===== src/rtl/f32m_inv_pkg.sv =====
// Shared GF(3^M) definitions: element widths (WIDTH/W2 macros), FSM states and trit arithmetic.
// Elements hold 2 bits per trit (00=0, 01=1, 10=2), trit i at bits [2i+1:2i]; field modulus x^5 + 2x + 1.
`ifndef F32M_INC_V
`define F32M_INC_V
`define WIDTH 9
`define W2 19
`endif

package f32m_inv_pkg;
  localparam int M  = 5;
  localparam int EW = `WIDTH + 1;
  localparam int XW = `W2 + 1;

  // Inversion by Fermat: a^(3^M - 2), one exponent bit per cycle
  localparam int INV_EXP  = 3**M - 2;
  localparam int INV_BITS = $clog2(INV_EXP + 1);

  // Cycles from a sub-unit's reset release to its done rising
  localparam int L_MULT = M;
  localparam int L_INV  = INV_BITS;

  typedef enum logic [1:0] {
    S_SQ   = 2'd0,
    S_INV  = 2'd1,
    S_MUL  = 2'd2,
    S_DONE = 2'd3
  } state_t;

  typedef logic [EW-1:0] f3m_t;

  // x^M reduces to x + 2
  localparam f3m_t RED = 10'b00_00_00_01_10;

  function automatic logic [1:0] f3_add(input logic [1:0] x, input logic [1:0] y);
    logic [2:0] s;
    s = {1'b0, x} + {1'b0, y};
    return (s >= 3'd3) ? 2'(s - 3'd3) : s[1:0];
  endfunction

  function automatic logic [1:0] f3_mul(input logic [1:0] x, input logic [1:0] y);
    if (x == 2'd0 || y == 2'd0) return 2'd0;
    return (x == y) ? 2'd1 : 2'd2;
  endfunction

  function automatic f3m_t f3m_add(input f3m_t x, input f3m_t y);
    f3m_t r;
    r = '0;
    for (int i = 0; i < M; i++) r[2*i +: 2] = f3_add(x[2*i +: 2], y[2*i +: 2]);
    return r;
  endfunction

  function automatic f3m_t f3m_neg(input f3m_t x);
    f3m_t r;
    r = '0;
    for (int i = 0; i < M; i++) r[2*i +: 2] = {x[2*i], x[2*i+1]};
    return r;
  endfunction

  function automatic f3m_t f3m_scale(input f3m_t x, input logic [1:0] t);
    f3m_t r;
    r = '0;
    for (int i = 0; i < M; i++) r[2*i +: 2] = f3_mul(x[2*i +: 2], t);
    return r;
  endfunction

  function automatic f3m_t f3m_mulx(input f3m_t x);
    return f3m_add({x[EW-3:0], 2'b00}, f3m_scale(RED, x[EW-1:EW-2]));
  endfunction

  function automatic f3m_t f3m_mul(input f3m_t x, input f3m_t y);
    f3m_t acc;
    acc = '0;
    for (int i = M - 1; i >= 0; i--) acc = f3m_add(f3m_mulx(acc), f3m_scale(x, y[2*i +: 2]));
    return acc;
  endfunction
endpackage


===== src/rtl/f32m_inv_mulpair.sv =====
// Two GF(3^M) multipliers sharing one reset; squares (a0r^2, a1r^2) or scales by dinv in S_MUL.
// Latency L_MULT from reset release; both_done is the AND of the two sticky done flags.
module f32m_inv_mulpair import f32m_inv_pkg::*; (
  input  logic            clk,
  input  logic            reset,
  input  state_t          state,
  input  logic [`WIDTH:0] a0r,
  input  logic [`WIDTH:0] a1r,
  input  logic [`WIDTH:0] dinv,
  output logic [`WIDTH:0] m0,
  output logic [`WIDTH:0] m1,
  output logic            both_done
);
  f3m_t b0;
  f3m_t b1;
  logic done0;
  logic done1;

  always_comb begin
    b0 = a0r;
    b1 = a1r;
    if (state == S_MUL) begin
      b0 = dinv;
      b1 = dinv;
    end
  end

  f3m_mult u_mult0 (
    .clk  (clk),
    .reset(reset),
    .a    (a0r),
    .b    (b0),
    .c    (m0),
    .done (done0)
  );

  f3m_mult u_mult1 (
    .clk  (clk),
    .reset(reset),
    .a    (a1r),
    .b    (b1),
    .c    (m1),
    .done (done1)
  );

  assign both_done = done0 & done1;
endmodule


===== src/rtl/f3m_arith.sv =====
// Sequential GF(3^M) multiplier (M cycles, one trit of b per cycle) and inverter (INV_BITS cycles).
// Both start on reset release, hold done sticky, and require operands stable until done.
module f3m_mult import f32m_inv_pkg::*; (
  input  logic            clk,
  input  logic            reset,
  input  logic [`WIDTH:0] a,
  input  logic [`WIDTH:0] b,
  output logic [`WIDTH:0] c,
  output logic            done
);
  localparam int IW = $clog2(M);

  logic [IW-1:0] idx;

  always_ff @(posedge clk) begin
    if (reset) begin
      c    <= '0;
      idx  <= IW'(M - 1);
      done <= 1'b0;
    end else if (!done) begin
      c <= f3m_add(f3m_mulx(c), f3m_scale(a, b[2*idx +: 2]));
      if (idx == '0) done <= 1'b1;
      else           idx  <= idx - 1'b1;
    end
  end
endmodule

module f3m_inv import f32m_inv_pkg::*; (
  input  logic            clk,
  input  logic            reset,
  input  logic [`WIDTH:0] a,
  output logic [`WIDTH:0] c,
  output logic            done
);
  localparam int IB = $clog2(INV_BITS);
  localparam logic [INV_BITS-1:0] EXP_V = INV_BITS'(INV_EXP);

  logic [IB-1:0] idx;
  f3m_t          sq;

  assign sq = f3m_mul(c, c);

  // MSB-first square-and-multiply; a = 0 naturally yields 0
  always_ff @(posedge clk) begin
    if (reset) begin
      c    <= EW'(1);
      idx  <= IB'(INV_BITS - 1);
      done <= 1'b0;
    end else if (!done) begin
      c <= EXP_V[idx] ? f3m_mul(sq, a) : sq;
      if (idx == '0) done <= 1'b1;
      else           idx  <= idx - 1'b1;
    end
  end
endmodule


===== src/rtl/f32m_inv.sv =====
// GF(3^{2M}) inverter c = (a0 - a1*i)/(a0^2 + a1^2); done after 2*L_MULT + L_INV + 4 cycles, sticky.
// F32M_INV_ZERO_FLAG_EN adds a sticky zero output and a 1-cycle shortcut for a = 0.
module f32m_inv import f32m_inv_pkg::*; (
  input  logic         clk,
  input  logic         reset,
  input  logic [`W2:0] a,
  output logic [`W2:0] c,
  output logic         done
`ifdef F32M_INV_ZERO_FLAG_EN
  ,
  output logic         zero
`endif
);
  state_t state;
  f3m_t   a0r;
  f3m_t   a1r;
  f3m_t   d;
  f3m_t   dinv;
  f3m_t   m0;
  f3m_t   m1;
  f3m_t   inv_c;
  logic   mult_rst;
  logic   inv_rst;
  logic   mul_done;
  logic   inv_done;
  logic   zero_start;

  f32m_inv_mulpair u_mulpair (
    .clk      (clk),
    .reset    (mult_rst),
    .state    (state),
    .a0r      (a0r),
    .a1r      (a1r),
    .dinv     (dinv),
    .m0       (m0),
    .m1       (m1),
    .both_done(mul_done)
  );

  f3m_inv u_inv (
    .clk  (clk),
    .reset(inv_rst),
    .a    (d),
    .c    (inv_c),
    .done (inv_done)
  );

`ifdef F32M_INV_ZERO_FLAG_EN
  assign zero_start = mult_rst && (state == S_SQ) && (a0r == '0) && (a1r == '0);

  always_ff @(posedge clk) begin
    if (reset)           zero <= 1'b0;
    else if (zero_start) zero <= 1'b1;
  end
`else
  assign zero_start = 1'b0;
`endif

  // Idle sub-units are held in reset; releasing the reset starts them, so a
  // stale done from the previous phase can only be seen in the first S_SQ cycle.
  always_ff @(posedge clk) begin
    if (reset) begin
      state    <= S_SQ;
      done     <= 1'b0;
      c        <= '0;
      mult_rst <= 1'b1;
      inv_rst  <= 1'b1;
      a0r      <= a[`WIDTH:0];
      a1r      <= a[`W2:`WIDTH+1];
      d        <= '0;
      dinv     <= '0;
    end else begin
      case (state)
        S_SQ: begin
          mult_rst <= 1'b0;
          if (zero_start) begin
            done     <= 1'b1;
            mult_rst <= 1'b1;
            state    <= S_DONE;
          end else if (mul_done && !mult_rst) begin
            d        <= f3m_add(m0, m1);
            inv_rst  <= 1'b0;
            mult_rst <= 1'b1;
            state    <= S_INV;
          end
        end
        S_INV: begin
          if (inv_done) begin
            dinv     <= inv_c;
            inv_rst  <= 1'b1;
            mult_rst <= 1'b0;
            state    <= S_MUL;
          end
        end
        S_MUL: begin
          if (mul_done) begin
            c        <= {f3m_neg(m1), m0};
            done     <= 1'b1;
            mult_rst <= 1'b1;
            state    <= S_DONE;
          end
        end
        S_DONE: begin
        end
      endcase
    end
  end
endmodule


===== config.mk =====
export PLATFORM = sky130hd
export DESIGN_NAME = f32m_inv
export DESIGN_NICKNAME = d
export VERILOG_FILES = /design/src/rtl/f32m_inv_pkg.sv /design/src/rtl/f32m_inv_mulpair.sv /design/src/rtl/f3m_arith.sv /design/src/rtl/f32m_inv.sv
export SDC_FILE = /design/constraint.sdc
export NUM_CORES = 1
export LEC_CHECK = 0
export CAP_MARGIN = 20
export CORE_UTILIZATION = 40
export CTS_CLUSTER_SIZE = 14
export DETAILED_ROUTE_END_ITERATION = 10
export GPL_ROUTABILITY_DRIVEN = 0
export PLACE_DENSITY = 0.52
export SYNTH_ARGS = -nofsm -noshare
export SYNTH_HDL_FRONTEND = slang
export SYNTH_SLANG_ARGS = --single-unit

===== constraint.sdc =====
create_clock -name clk -period 16.85 [get_ports clk]
set_input_delay 3.37 -clock clk [delete_from_list [all_inputs] [get_ports clk]]
set_output_delay 3.37 -clock clk [all_outputs]
set_load 0.03 [all_outputs]

==> results of run 1 <==
## flip-flops by register name, indices dropped and copies added, names as in the netlist, named ones only
name	flops
state	2
d	10
dinv	10
u_mulpair.u_mult1.done	1
c	20
a1r	10
u_inv.idx	3
u_mulpair.u_mult1.c	10
mult_rst	1
u_mulpair.u_mult0.c	10
u_inv.c	10
done	1
a0r	10
inv_rst	1
u_mulpair.u_mult0.idx	3
u_mulpair.u_mult0.done	1
u_inv.done	1
u_mulpair.u_mult1.idx	3
## logic make-up (layout without fill, tap and decap cells)
group,after synthesis,in the layout,synth area share
AO/OA/AOI/OAI,281,281,0.162
XOR/XNOR,102,102,0.0792
adder cells (fa/ha/maj),198,198,0.256
buffers and inverters,162,169,0.0564
flip-flops,108,108,0.206
multiplexers,36,36,0.0355
AND/OR/NAND/NOR,509,509,0.205
## Yosys cell counts, drive strengths merged (17+ instances only)
cell    number  area (um^2)
nor2       126          473
o32ai       17          149
nor3        46          230
xnor2       55          482
mux2i       26          260
a21oi      101          513
nor2b       38          238
buf         26          136
clkbuf      39          146
ha         137         1710
o31ai       19          143
nand3       37          185
inv         97          364
edfxtp      20          601
dfxtp       88         1760
fa          61         1220
xor2        47          427
o21ai       55          275
nand3b      31          233
a32o        23          230
nand2      187          702
nand2b      20          125
## metrics by stage
stage               area (um^2)  setup slack, ns  TNS [ns]  total power, mW
CTS                       12400            0.487         0             1.15
floorplan                 11500             1.79         0            0.797
detailed placement        12100            0.553         0            0.924
global placement          12100            0.964         0            0.910
finish                    12500             1.11         0             1.14
global route              12500          -0.0362   -0.0362             1.24
## worst register-to-register path: cells and delay by family (launching register included)
kind	cells	cell delay, ns
simple gates	22	3.94
compound gates	13	2.05
fa+ha+maj	30	8.69
flops	1	0.45
xor+xnor	1	0.11
buf+inv	10	0.47
## metal layers
layer  routed length, um  part of all wire
met1               13100              0.49
met2               12800              0.48
met3                 506             0.019
met4                 277             0.010
met5                   0                 0
## worst paths after layout
check,startpoint,cells past startpoint,endpoint,slack [ns]
setup / recovery,u_inv.c[6]$_SDFFE_PP0N_,76,u_inv.c[2]$_SDFFE_PP0N_,1.11
hold / removal,c[3]$_SDFFE_PP0P_,2,c[3]$_SDFFE_PP0P_,0.46
setup reg to reg,u_inv.c[6]$_SDFFE_PP0N_,76,u_inv.c[2]$_SDFFE_PP0N_,1.11
hold reg to reg,c[3]$_SDFFE_PP0P_,2,c[3]$_SDFFE_PP0P_,0.46
## timing repair
action,CTS,global route
resized for setup,0,17
setup buffers,0,5
setup endpoints to repair,0,2
## where the power goes
part / switching, mW / internal [mW]
Clock: 0.0979 / 0.120
Combinational: 0.321 / 0.250
Sequential: 0.0537 / 0.295
## final cells by class
| type | count | area share |
|---|---|---|
| repair buffers | 56 | 0.0416 |
| clock inverters | 5 | 0.00480 |
| flip-flops and latches | 108 | 0.190 |
| inverters | 97 | 0.0291 |
| well taps | 378 | 0.0378 |
| multi-input cells | 1126 | 0.678 |
| clock buffers | 11 | 0.0194 |
==> qor.yml, run 1 <==
status:
  status: "complete, no violations"
timing:
  min_period_ns: 15.74
  drv_slew: 0
  hold_viol: 0
  tightest_slew_ns: 1.03
  finClkSkew_ns: 0.00769
  post-route-period-util: 0.934
  max_freq_mhz: 63.5
  slew_headroom: 0.311
  setup_violations: 0
  whs_ns: 0.455
yosys:
  synth_cell_type_count: 53
  syn-instance-count: 1396
  yosys_warnings: 0
  synth-edff-count: 20
  syn-cell-area_um2: 11500
  ys_seq_area_frac: 0.206
  synth-main-ff-cell: "dfxtp_1"
  async_flop_share: 0
  synth_area_per_cell_um2: 8.21
  synth_nets: 1616
  ys_seq_elements: 108
final_layout:
  antenna-diode-count: 0
  mostFrequentLayoutCell: "nand2_1"
  fin_util: 0.447
  area_growth_pct: 9.21
  final_cells: 1781
  multiInputGateArea_um2: 8490
  drive_gt1_frac: 0.0442
  nets: 1618
  final.fill_count: 2843
  register_area_um2: 2370
  mostFrequentLayoutCells: "nand2_1 (187), ha_1 (137), nor2_1 (126)"
route:
  dr.pass1.iters: 5
  vias: 9380
  drt-wirelength-per-cell_um: 15.0
  wl_um: 26600
  drt-initial-drc-count: 381
  postRouteAntennaNets: 0
  drc: 0
  viasPerCell: 5.27
floorplan:
  num_io_pins: 43
  start_util: 0.409
  num_rows: 61
  coreArea_um2: 28000
  die_h_um: 171
  die_w_um: 171
  dieArea_um2: 29300
clock_tree:
  cts_hold_buf: 0
  cts_tree: "done"
  cts_buffer_depth: 2
  htreeDepth: 3
  cts.sinks: 108
  root_buffer: "clkbuf_16"
  clk_latency_ns: 0.36
  numCtsBuffers: 9
  clk_pin_slew_ns: 0.07
power:
  leakage_nw: 5.26
  max-vdd-ir-drop_mv: 0.122
  power_per_cell_area_nw_per_um2: 90.8
critical_path:
  crit_slowest_cell: "fa_1"
  path_class: "reg2reg"
  cp-end-kind: "flip-flop"
  cp_top_family: "adder cells"
  worst_ep_required_time_ns: 17.15
  worstPathMaxFanout: 12
  critPathBufInv: 10
  max_stage_delay_ns: 0.52
  cp-start-kind: "flip-flop"
  worstPathArrival_ns: 16.04
  crit_top_cell: "ha_1"
place:
  dp.cells: 1760
  io_buffers: 42
  hpwl_um: 21200
global_route:
  met1_usage: 0.251
  grt_use_met2: 0.327
  busiest_layer: "met2"
  gr-total-overflow: 0
  grt_max_degree: 66
  global_route.usage.total: 0.188
  grt_pass1_wl_um: 43500
  antenna_found_initial: 0
  grt_pass1_vias: 8727
  globalRouteMet3Util: 0.0186
min_path:
  hp-class: "reg2reg"
job:
  max-cap-violations: 0
No activity file was read; power rests on OpenSTA's default activity.
==> inputs of run 2 (changes only) <==
--- a/config.mk
+++ b/config.mk
@@ -6,11 +6,11 @@
 export NUM_CORES = 1
 export LEC_CHECK = 0
 export CAP_MARGIN = 20
-export CORE_UTILIZATION = 40
+export CORE_UTILIZATION = 55
 export CTS_CLUSTER_SIZE = 14
 export DETAILED_ROUTE_END_ITERATION = 10
 export GPL_ROUTABILITY_DRIVEN = 0
-export PLACE_DENSITY = 0.52
+export PLACE_DENSITY = 0.69
 export SYNTH_ARGS = -nofsm -noshare
 export SYNTH_HDL_FRONTEND = slang
 export SYNTH_SLANG_ARGS = --single-unit
==> qor.yml, run 2 (synthesis gave the netlist of run 1 again) <==
power:
  power_mw: 1.10  # was 1.14 mW
  p_switching_mw: 0.458  # was 0.472 mW
  p_int_mw: 0.646  # was 0.665 mW
  clkPwrFrac: 0.179  # was 0.192
  power_per_cell_area_nw_per_um2: 89.8  # was 90.8 nW/um^2
  max-vdd-ir-drop_mv: 0.133  # was 0.122 mV
  netSwitchingFraction: 0.414  # was 0.415
  leakage_nw: 5.22  # was 5.26 nW
  p_seq_frac: 0.315  # was 0.307
  comb_power_share: 0.506  # was 0.502
status:
  status: "complete, no violations"  # unchanged
route:
  postRouteAntennaNets: 0  # unchanged
  wl_um: 25300  # was 26600 um
  vias: 9497  # was 9380
  dr.pass1.iters: 5  # unchanged
  viasPerCell: 5.70  # was 5.27
  drt-initial-drc-count: 545  # was 381
  drt-wirelength-per-cell_um: 15.2  # was 15.0 um
  drc: 0  # unchanged
final_layout:
  mostFrequentLayoutCell: "nand2_1"  # unchanged
  stdcell_area_um2: 12300  # was 12500 um^2
  regMostFlops: "c"  # unchanged
  final.fill_count: 1886  # was 2843
  area_growth_pct: 7.21  # was 9.21%
  nets: 1611  # was 1618
  antenna-diode-count: 0  # unchanged
  largest_register_ffs: 20  # unchanged
  drive_gt1_frac: 0.0401  # was 0.0442
  mostFrequentLayoutCells: "nand2_1 (187), ha_1 (137), nor2_1 (125)"  # was nand2_1 (187), ha_1 (137), nor2_1 (126)
critical_path:
  worstPathMaxFanout: 15  # was 12
  cp-start-kind: "flip-flop"  # unchanged
  max_stage_delay_ns: 0.53  # was 0.52 ns
  crit_top_cell: "ha_1"  # unchanged
  cp-end-kind: "flip-flop"  # unchanged
  crit_slowest_cell: "fa_1"  # unchanged
  worst_ep_required_time_ns: 17.13  # was 17.15 ns
  path_class: "reg2reg"  # unchanged
  worstPathArrival_ns: 15.94  # was 16.04 ns
clock_tree:
  htreeDepth: 3  # unchanged
  clk_latency_ns: 0.35  # was 0.36 ns
  numCtsBuffers: 9  # unchanged
  clk_pin_slew_ns: 0.07  # about the same
  cts.sinks: 108  # unchanged
  root_buffer: "clkbuf_16"  # unchanged
  cts_tree: "done"  # unchanged
  cts_buffer_depth: 2  # unchanged
timing:
  post-route-period-util: 0.929  # was 0.934
  rsz0062_at_grt: "false"
  whs_ns: 0.454  # was 0.455 ns
  min_period_ns: 15.66  # was 15.74 ns
  setup_violations: 0  # unchanged
  slew_headroom: 0.239  # was 0.311
  tightest_slew_ns: 1.13  # was 1.03 ns
  hold_viol: 0  # unchanged
  drv_slew: 0  # unchanged
  tns_ns: 0  # unchanged
  max_freq_mhz: 63.9  # was 63.5 MHz
  finClkSkew_ns: 0.00760  # was 0.00769 ns
global_route:
  grt_pass1_wl_um: 43300  # was 43500 um
  gr-total-overflow: 0  # unchanged
  antenna_found_initial: 0  # unchanged
  global_route.usage.total: 0.247  # was 0.188
  grt_max_degree: 66  # unchanged
  grt_pass1_vias: 9192  # was 8727
job:
  max-cap-violations: 0  # unchanged
min_path:
  hp-class: "reg2reg"  # unchanged
floorplan:
  die_w_um: 146  # was 171 um
  dieArea_um2: 21400  # was 29300 um^2
  start_util: 0.563  # was 0.409
  num_rows: 52  # was 61
  die_h_um: 146  # was 171 um
  num_io_pins: 43  # unchanged
  coreArea_um2: 20400  # was 28000 um^2
place:
  hpwl_um: 20100  # was 21200 um
  io_buffers: 42  # unchanged
  placed_area_um2: 12000  # was 12100 um^2
run 2: cell count changes in the layout (fill, tap and decap cells not counted), sizes merged:
| cell | delta |
|---|---|
| clkbuf | +1 |
| bufinv | -1 |
| clkinv | -1 |
| clkinvlp | -1 |
| inv | +1 |
| buf | -7 |
run 2: timing repair:
action,4_1_cts,5_1_grt
hold buffers,0,0
endpoints found under the setup margin,0,2
setup buffers,0,0
resized for setup,0,19
run 2: layout make-up:
class                      instances  area, um^2  area share
clock buffer                      12         246      0.0201
sequential                       108        2380       0.194
multi-input combinational       1126        8480       0.689
tap                              270         338      0.0275
inverter                          97         364      0.0296
clock inverter                     3        21.3     0.00173
timing repair buffer              49         468      0.0381
run 2: power by group through the flow:
stage | clock (mW) | sequential [mW] | combinational (mW)
5_1_grt | 0.214 | 0.354 | 0.639
2_1_floorplan | 0 | 0.322 | 0.476
6_report | 0.198 | 0.348 | 0.558
3_3_place_gp | 0 | 0.352 | 0.537
3_5_place_dp | 0 | 0.353 | 0.556
4_1_cts | 0.203 | 0.347 | 0.562
run 2: per-layer routing:
metal	part of all wire	up-vias	GRT usage	wire length, um
met5	0	-	0	0
met4	0.020	0	0.0719	505
met3	0.029	26	0.0194	735
met2	0.49	163	0.437	12500
met1	0.46	4477	0.320	11600
li1	-	4831	-	-
run 2: metrics by stage:
stage                     std cells  utilization  setup slack, ns
after floorplan                1396            -             1.79
after global placement         1650        0.589             1.16
after detailed placement       1650        0.589            0.509
after CTS                      1665        0.602            0.463
after global routing           1665        0.604           0.0542
final                          1665        0.604             1.19
run 2: worst paths after layout:
path                           start                 endpoint  slack, ns  cells past startpoint
max          u_inv.c[8]$_SDFFE_PP0N_  u_inv.c[2]$_SDFFE_PP0N_       1.19                     75
min               c[13]$_SDFFE_PP0P_       c[13]$_SDFFE_PP0P_       0.45                      2
min reg2reg       c[13]$_SDFFE_PP0P_       c[13]$_SDFFE_PP0P_       0.45                      2
max reg2reg  u_inv.c[8]$_SDFFE_PP0N_  u_inv.c[2]$_SDFFE_PP0N_       1.19                     75
run 2: worst max-delay path, delay by kind of cell, from the launching register on:
kind | cells | cell delay (ns)
fa+ha+maj | 30 | 8.80
xor+xnor | 1 | 0.13
compound gates | 13 | 2.01
buf+inv | 11 | 0.68
simple gates | 20 | 3.57
flops | 1 | 0.40
